$ cat src/rtl/adaptive_tap_buffer.sv
// Circular-buffer delay line for the adaptive filter: writes one sample per handshake
// into external RAM, then streams the newest TAPS samples (newest first) to the MAC.
module adaptive_tap_buffer #(
  parameter int unsigned ADDR_WIDTH = 9,
  parameter int unsigned DATA_WIDTH = 16,
  parameter int unsigned TAPS       = 32,
  parameter int unsigned RD_LATENCY = 2
) (
  input  logic                      clk,
  input  logic                      rst_n,
  input  logic                      clr,
  input  logic [DATA_WIDTH-1:0]     in_data,
  input  logic                      in_valid,
  output logic                      in_ready,
  output logic [ADDR_WIDTH-1:0]     ram_addr,
  output logic [DATA_WIDTH-1:0]     ram_wr_data,
  output logic                      ram_wr_en,
  input  logic [DATA_WIDTH-1:0]     ram_rd_data,
  output logic [DATA_WIDTH-1:0]     tap_data,
  output logic                      tap_valid,
  output logic [$clog2(TAPS)-1:0]   tap_idx,
  output logic                      tap_last,
  output logic                      busy
);

  localparam int unsigned TAP_W = $clog2(TAPS);
  localparam int unsigned CNT_W = TAP_W + 1;
  localparam int unsigned DRN_W = $clog2(RD_LATENCY + 1);

  localparam logic [1:0] S_IDLE  = 2'd0;
  localparam logic [1:0] S_WRITE = 2'd1;
  localparam logic [1:0] S_READ  = 2'd2;
  localparam logic [1:0] S_DRAIN = 2'd3;

  logic [1:0]            state;
  logic [1:0]            state_next;
  logic [TAP_W-1:0]      rd_k;
  logic [DRN_W-1:0]      drn_cnt;
  logic [ADDR_WIDTH-1:0] wr_ptr;
  logic [CNT_W-1:0]      fill_cnt;

  // Read-side pipe, stage 0 aligned with the address currently on ram_addr
  logic [RD_LATENCY-1:0]            pipe_vld;
  logic [RD_LATENCY-1:0]            pipe_zero;
  logic [RD_LATENCY-1:0][TAP_W-1:0] pipe_k;

  logic                  handshake;
  logic                  last_rd;
  logic                  drn_done;
  logic                  issue;
  logic [TAP_W-1:0]      issue_k;
  logic                  issue_zero;
  logic [ADDR_WIDTH-1:0] issue_addr;

  assign handshake  = in_valid && in_ready;
  assign last_rd    = (rd_k == TAP_W'(TAPS - 1));
  assign drn_done   = (drn_cnt == DRN_W'(RD_LATENCY - 1));
  assign issue      = (state == S_WRITE) || ((state == S_READ) && !last_rd);
  assign issue_k    = (state == S_WRITE) ? '0 : rd_k + TAP_W'(1);
  assign issue_zero = (CNT_W'(issue_k) >= fill_cnt);
  assign issue_addr = wr_ptr - ADDR_WIDTH'(issue_k);

  always_ff @(posedge clk or negedge rst_n) begin
    if (!rst_n) state <= S_IDLE;
    else        state <= state_next;
  end

  always_comb begin
    state_next = state;
    if (clr) begin
      state_next = S_IDLE;
    end else begin
      case (state)
        S_IDLE:  if (handshake) state_next = S_WRITE;
        S_WRITE: state_next = S_READ;
        S_READ:  if (last_rd) state_next = S_DRAIN;
        S_DRAIN: if (drn_done) state_next = S_IDLE;
        default: state_next = S_IDLE;
      endcase
    end
  end

  always_ff @(posedge clk or negedge rst_n) begin
    if (!rst_n) begin
      in_ready    <= 1'b1;
      busy        <= 1'b0;
      wr_ptr      <= '0;
      fill_cnt    <= '0;
      rd_k        <= '0;
      drn_cnt     <= '0;
      ram_addr    <= '0;
      ram_wr_data <= '0;
      ram_wr_en   <= 1'b0;
      pipe_vld    <= '0;
      pipe_zero   <= '0;
      pipe_k      <= '0;
      tap_data    <= '0;
      tap_valid   <= 1'b0;
      tap_idx     <= '0;
      tap_last    <= 1'b0;
    end else begin
      in_ready <= (state_next == S_IDLE);
      busy     <= (state_next != S_IDLE);
      if (clr) begin
        wr_ptr    <= '0;
        fill_cnt  <= '0;
        rd_k      <= '0;
        drn_cnt   <= '0;
        ram_wr_en <= 1'b0;
        pipe_vld  <= '0;
        tap_valid <= 1'b0;
        tap_last  <= 1'b0;
      end else begin
        ram_wr_en <= (state == S_IDLE) && handshake;
        if ((state == S_IDLE) && handshake) begin
          ram_addr    <= wr_ptr;
          ram_wr_data <= in_data;
          if (fill_cnt != CNT_W'(TAPS)) fill_cnt <= fill_cnt + CNT_W'(1);
        end
        if (issue) begin
          ram_addr <= issue_addr;
          rd_k     <= issue_k;
        end
        drn_cnt <= (state == S_DRAIN) ? drn_cnt + DRN_W'(1) : '0;
        if ((state == S_DRAIN) && drn_done) wr_ptr <= wr_ptr + ADDR_WIDTH'(1);

        pipe_vld[0]  <= issue;
        pipe_zero[0] <= issue_zero;
        pipe_k[0]    <= issue_k;
        for (int i = 1; i < int'(RD_LATENCY); i++) begin
          pipe_vld[i]  <= pipe_vld[i-1];
          pipe_zero[i] <= pipe_zero[i-1];
          pipe_k[i]    <= pipe_k[i-1];
        end

        // Taps beyond the fill level are masked to zero to hide stale RAM words
        tap_valid <= pipe_vld[RD_LATENCY-1];
        tap_last  <= pipe_vld[RD_LATENCY-1] && (pipe_k[RD_LATENCY-1] == TAP_W'(TAPS - 1));
        if (pipe_vld[RD_LATENCY-1]) begin
          tap_idx  <= pipe_k[RD_LATENCY-1];
          tap_data <= pipe_zero[RD_LATENCY-1] ? '0 : ram_rd_data;
        end
      end
    end
  end

endmodule

$ cat config.mk
export PLATFORM = sky130hd
export DESIGN_NAME = adaptive_tap_buffer
export DESIGN_NICKNAME = d
export VERILOG_FILES = /design/src/rtl/adaptive_tap_buffer.sv
export SDC_FILE = /design/constraint.sdc
export NUM_CORES = 1
export LEC_CHECK = 0
export BUFFER_PORTS_ARGS = -buffer_cell sky130_fd_sc_hd__buf_2
export CORE_AREA = 2 2 131 133
export DETAILED_ROUTE_END_ITERATION = 12
export DIE_AREA = 0 0 133 135
export GPL_TIMING_DRIVEN = 1
export PLACE_DENSITY = 0.44
export SETUP_SLACK_MARGIN = 0.5
export SYNTH_ARGS = -nofsm -noshare
export SYNTH_HDL_FRONTEND = slang
export SYNTH_SLANG_ARGS = --single-unit
$ cat constraint.sdc
create_clock -name clk -period 5.25 [get_ports clk]
set_input_delay 0.525 -clock clk [delete_from_list [all_inputs] [get_ports clk]]
set_output_delay 0.525 -clock clk [all_outputs]
set_load 0.005 [all_outputs]
==> metrics.txt, run 1 <==
status=finished clean; die height=135 um; max-slew violations=0; Setup TNS=0 ps; vias in the first global route=3118; Tmin final=2900 ps; drt pass-1 iters=4; Top Layer Used=met4; Met2 Wirelength=4090 um; hold_buf cts=0; cell family with most CP delay=simple AND/OR/NAND/NOR gates; worst r2r path cells=10; drt wl/cell=13.2 um; setup bufs post-CTS=0; Seq cells post-synth=89; post_cts resized=0; CP dominant cell by count=ha_1; Req. time, crit path=5520 ps; Remaining DRCs=0; Clock Tree Buf Depth=2; Rows=47; CTS sink count=89; dominant cell by count in the synthesized netlist=dfrtp_1; fin crit share=55.2%; Setup CP Type=reg -> reg; GP Congestion=0.811; Worst path slowest cell=or4_4; post-route clock skew=5.71 ps; Cell Pwr Density=368 nW/um^2; area grow syn2layout=23.5%; Layout Nets=536; Final WS setup=2350 ps; # setup viols final=0; syn_nets=455; Clk pin slew, worst setup/hold paths=70 ps; Fmax=345 MHz; Critical Path Max Stage Delay=500 ps; peak supply drop=0.145 mV; r2r startpoint=rd_k[0]; Starting Density=25.0%; hold crit path type=in -> async; leakage power total=2.43 nW; Post-synth EDFFs=0; gr usage total=11.2%; synth warn=0; I/O pin total=87; CP Cell Sequence=ha_1 -> and3_1 -> ha_1 -> nand2_1 -> ha_1 -> nand3_1 -> a21oi_1 -> or4_4 -> or4_1 -> a31oi_1; worst setup path endpoint=ram_addr[7]; maximum fanout along the worst path=6; Avg Vias per Cell=4.29; post-route ant nets=0; Clock Latency Late Sink=350 ps; TritonCTS clock tree=done; CP startpoint kind=register; register area share after synthesis=54.4%; metal3 WL=601 um; Setup WS pre-CTS=2370 ps; Max-Cap Viols=0; aggregate global routing overflow=0; CTS root buf=clkbuf_16; first-pass GRT wire length=15900 um; syn avg cell area=10.2 um^2; Yosys top cell area share=53.8%; reg2reg setup slack=2350 ps; FF-to-FF End=ram_addr[7]; Worst Tran Pin Value=883 ps; Met1 Wirelength=4520 um; RSZ-0062 raised after global routing=no; Vias=3038; die area=18000 um^2; slew margin rel.=41.2%; Fillers=1741; mapped cell area=4090 um^2; CP bufs+invs=0; Post-DP HPWL=6580 um; depth of the CTS H-tree=3; largest net degree at the start of global routing=63; cells after synthesis=402; total core area=16400 um^2; Top FF cell, synth=dfrtp_1; top cells by count, synth=dfrtp_1, nand2_1, nor2_1, o21ai_0, mux2_2; Num CTS Buffers=9; Setup crit start=rd_k[0]; initial antenna violation count=0; area leader, netlist=dfrtp_1; Die Wd=133 um; final hold viol count=0; post-synthesis cell type count=44; Worst Path Arrival=3160 ps; DRT iter0 DRCs=125; share of cells above drive strength 1=27.3%; Inst Count DP=692; Synth async-reset ratio=100%; ANT cells=0; crit end category=register; count of input and output buffers=86; Crit path depth=10; final WL=9310 um; final std cells w/o fill=708; Synth area leaders=dfrtp_1, mux2_2, nand2_1
==> cells in the final DEF, fill, tap and decap left out, types with 9 or more instances in the layout <==
cell / count
dfrtp_1: 88
buf_2: 85
nand2_1: 59
nor2_1: 35
o21ai_0: 35
mux2_2: 23
nand2b_1: 20
inv_1: 18
a21oi_1: 18
ha_1: 16
clkbuf_16: 9
==> flip-flops by register name, indices dropped and copies added, names as in the netlist <==
signal / flops
rd_k: 5
ram_wr_en: 1
tap_idx: 5
tap_data: 16
pipe_vld: 2
tap_last: 1
ram_addr: 9
fill_cnt: 6
wr_ptr: 9
pipe_zero: 2
in_ready: 1
tap_valid: 1
drn_cnt: 2
busy: 1
ram_wr_data: 16
state: 2
pipe_k: 10
==> worst min path at each step <==
stage,startpoint,end,slack [ps]
finish,rst_n,tap_data[2],80
global route,rst_n,tap_data[6],100
CTS,rst_n,tap_data[2],80
detailed placement,drn_cnt[0],drn_cnt[0],440
global placement,drn_cnt[0],drn_cnt[0],430
floorplan,rst_n,busy,230
==> worst reg2reg max path: cells and delay by family (launching register included) <==
family	cells	cell delay [ps]
AND/OR/NAND/NOR	5	1320
adder cells (fa/ha/maj)	3	870
flip-flops	1	430
AO/OA/AOI/OAI	2	220
==> area by class of cell <==
cell class,instances,area (um^2),share of cell area (%)
sequential,89,2230,44.1
timing repair buffer,88,448,8.86
inverter,18,67.6,1.34
tap,220,275,5.44
clock buffer,10,239,4.73
clock inverter,6,72.6,1.43
multi-input combinational,277,1730,34.1
==> stage by stage <==
step / area [um^2] / utilization (%) / hold WS, ps / total power [mW]
5_1_grt: 5060 / 30.8 / 97.0 / 1.99
6_report: 5060 / 30.8 / 81.8 / 1.86
3_3_place_gp: 4750 / 28.9 / 427 / 1.21
2_1_floorplan: 4090 / - / 229 / 1.04
4_1_cts: 5060 / 30.8 / 84.8 / 1.90
3_5_place_dp: 4750 / 28.9 / 436 / 1.22
==> cells by family after synthesis <==
logic type	count (synthesis)	synth area share (%)
and+or+nand+nor	154	18.0
buffers and inverters	36	3.39
AOI/OAI and AO/OA	68	9.29
muxes	23	6.33
DFF	89	54.4
adders and majority gates	17	5.38
xor gates and xnor gates	15	3.21
==> metal layers <==
metal	vias up	GRT usage [%]
met5	-	0
met4	0	2.51
met3	7	4.13
met2	81	18.1
met1	1440	14.5
li1	1510	-
==> power by group <==
| part | total (mW) | switching [mW] | internal, mW |
|---|---|---|---|
| logic | 0.332 | 0.162 | 0.170 |
| registers | 0.860 | 0.0660 | 0.794 |
| clock network | 0.667 | 0.279 | 0.388 |
Note: power is estimated with default switching activity, not from simulation.
==> run 2: changes to the inputs <==
Clock period 5.25 ns to 2.9 ns, I/O delays scaled along.
==> run 2 against run 1 <==
Net effect:
- the flow now finishes with violations (negative hold slack)
- highest routed layer unchanged
- critical endpoint unchanged
- largest cell class unchanged
- critical path type unchanged
- maximum frequency grew 15%
- critical path depth is the same
- worst hold slack lost 99 ps
- total power grew 85%
- final area grew 4.6%
==> metrics.txt, run 2 (synthesized netlist as in run 1, its figures left out) <==
status=finished, violations left (was finished clean); failing checks=negative hold slack; Setup TNS=0 ps (unchanged); die height=135 um (unchanged); leakage power total=2.53 nW (was 2.43 nW); Avg Vias per Cell=4.29 (about the same); Setup CP Type=reg -> reg (unchanged); fin crit share=87.1% (was 55.2%); Setup WS pre-CTS=254 ps (was 2370 ps); Inst Count DP=698 (was 692); initial antenna violation count=0 (unchanged); Tmin final=2530 ps (was 2900 ps); total core area=16400 um^2 (unchanged); vias in the first global route=3074 (was 3118); post-route ant nets=0 (unchanged); CTS sink count=89 (unchanged); ANT cells=0 (unchanged); drt wl/cell=12.7 um (was 13.2 um); Fillers=1661 (was 1741); slew margin rel.=54.8% (was 41.2%); Die Wd=133 um (unchanged); commonest non-fill, non-tap cell in the layout=dfrtp_1 (unchanged); Num CTS Buffers=9 (unchanged); CP startpoint kind=register (unchanged); crit end category=register (unchanged); RSZ-0062 raised after global routing=yes (was no); Starting Density=25.0% (unchanged); area of the multi-input gates=1810 um^2 (was 1730 um^2); # setup viols final=0 (unchanged); total power=3.45 mW (was 1.86 mW); GP Congestion=0.792 (was 0.811); Fmax=396 MHz (was 345 MHz); CTS root buf=clkbuf_16 (unchanged); largest net degree at the start of global routing=52 (was 63); Fin Hold WS=-17.2 ps (was 81.8 ps); Worst Path Arrival=2790 ps (was 3160 ps); TritonCTS clock tree=done (unchanged); peak supply drop=0.253 mV (was 0.145 mV); gr usage total=10.7% (was 11.2%); Max-Cap Viols=0 (unchanged); area grow syn2layout=29.2% (was 23.5%); die area=18000 um^2 (unchanged); Remaining DRCs=0 (unchanged); depth of the CTS H-tree=3 (unchanged); aggregate global routing overflow=0 (unchanged); Final WS setup=374 ps (was 2350 ps); Clock Latency Late Sink=340 ps (was 350 ps); DRT iter0 DRCs=113 (was 125); first-pass GRT wire length=15300 um (was 15900 um); Clock Tree Buf Depth=2 (unchanged); final WL=9230 um (was 9310 um); final std cells w/o fill=724 (was 708); hold crit path type=in -> async (unchanged); Rows=47 (unchanged); drt pass-1 iters=4 (unchanged); count of input and output buffers=86 (unchanged); Layout Nets=552 (was 536); max-slew violations=0 (unchanged); maximum fanout along the worst path=4 (was 6); most frequent cells in the layout=dfrtp_1, buf_2, nand2_1 (unchanged); post-route clock skew=6.41 ps (was 5.71 ps); Worst Tran Pin Value=678 ps (was 883 ps); I/O pin total=87 (unchanged); Req. time, crit path=3170 ps (was 5520 ps); Cell Pwr Density=652 nW/um^2 (was 368 nW/um^2); Clk pin slew, worst setup/hold paths=70 ps (about the same); final hold viol count=10 (was 0); Post-DP HPWL=6480 um (was 6580 um); share of cells above drive strength 1=32.3% (was 27.3%); FF+latch area=2230 um^2 (unchanged); Top Registers=ram_wr_data (16), tap_data (16), pipe_k (10) (unchanged); Vias=3105 (was 3038)
-- run 2: cell types whose count changed in the layout (fill, tap and decap cells not counted), moves of 2 or more --
cell | previous run | this run
ha_1 | 16 | 11
ha_2 | 0 | 2
ha_4 | 0 | 3
nand2_1 | 59 | 57
buf_4 | 3 | 17
-- run 2: worst max-delay path, cell delays in order (launching register included) --
cell	delay [ps]
dfrtp_1	400
ha_2	200
and3_4	180
ha_4	270
nand2_4	50
ha_4	230
nand3_2	60
a21oi_2	30
or4_4	480
or4_1	410
a31oi_1	130
-- run 2: power by group --
part | switching, mW | internal, mW
Clock | 0.502 | 0.760
Combinational | 0.302 | 0.335
Sequential | 0.111 | 1.44
Total | 0.914 | 2.53
-- run 2: path summary, 6_finish.rpt --
path                                 start        endpoint  slack, ps  cells after the start
worst min register to register  drn_cnt[0]      drn_cnt[0]        440                      1
worst min-delay path                 rst_n     tap_data[8]        -20                      1
worst max register to register     rd_k[1]     ram_addr[7]        370                     10
max in group asynchronous            rst_n        in_ready       2200                      2
min in group clk                in_data[2]  ram_wr_data[2]        180                      2
worst max-delay path               rd_k[1]     ram_addr[7]        370                     10
-- run 2: layout make-up --
type                    instances  area share [%]
clock inverters                 6            1.70
flip-flops and latches         89            42.1
clock buffers                  10            4.33
inverters                      18            1.28
multi-input cells             277            34.3
repair buffers                104            11.0
well taps                     220            5.20
-- run 2: metrics by stage --
step / area [um^2] / utilization [%]
4_1_cts: 5160 / 31.5
5_1_grt: 5290 / 32.2
3_3_place_gp: 4820 / 29.4
2_1_floorplan: 4110 / -
3_5_place_dp: 4820 / 29.4
6_report: 5290 / 32.2
-- run 2: repair_timing --
action | CTS | global route
endpoints found under the setup margin | 5 | 5
pin swaps | 0 | 5
cloned | 0 | 0
setup buffers | 3 | 7
resized for setup | 0 | 15
hold buffers | 0 | 0
hold endpoints to repair | 0 | 0
-- run 2: routing by layer --
| layer | part of all wire (%) | global-route usage, % | up-vias |
|---|---|---|---|
| met1 | 48 | 13.8 | 1477 |
| li1 | - | - | 1545 |
| met3 | 5.9 | 3.34 | 8 |
| met2 | 45 | 17.0 | 75 |
| met4 | 1.2 | 3.76 | 0 |
| met5 | 0 | 0 | - |
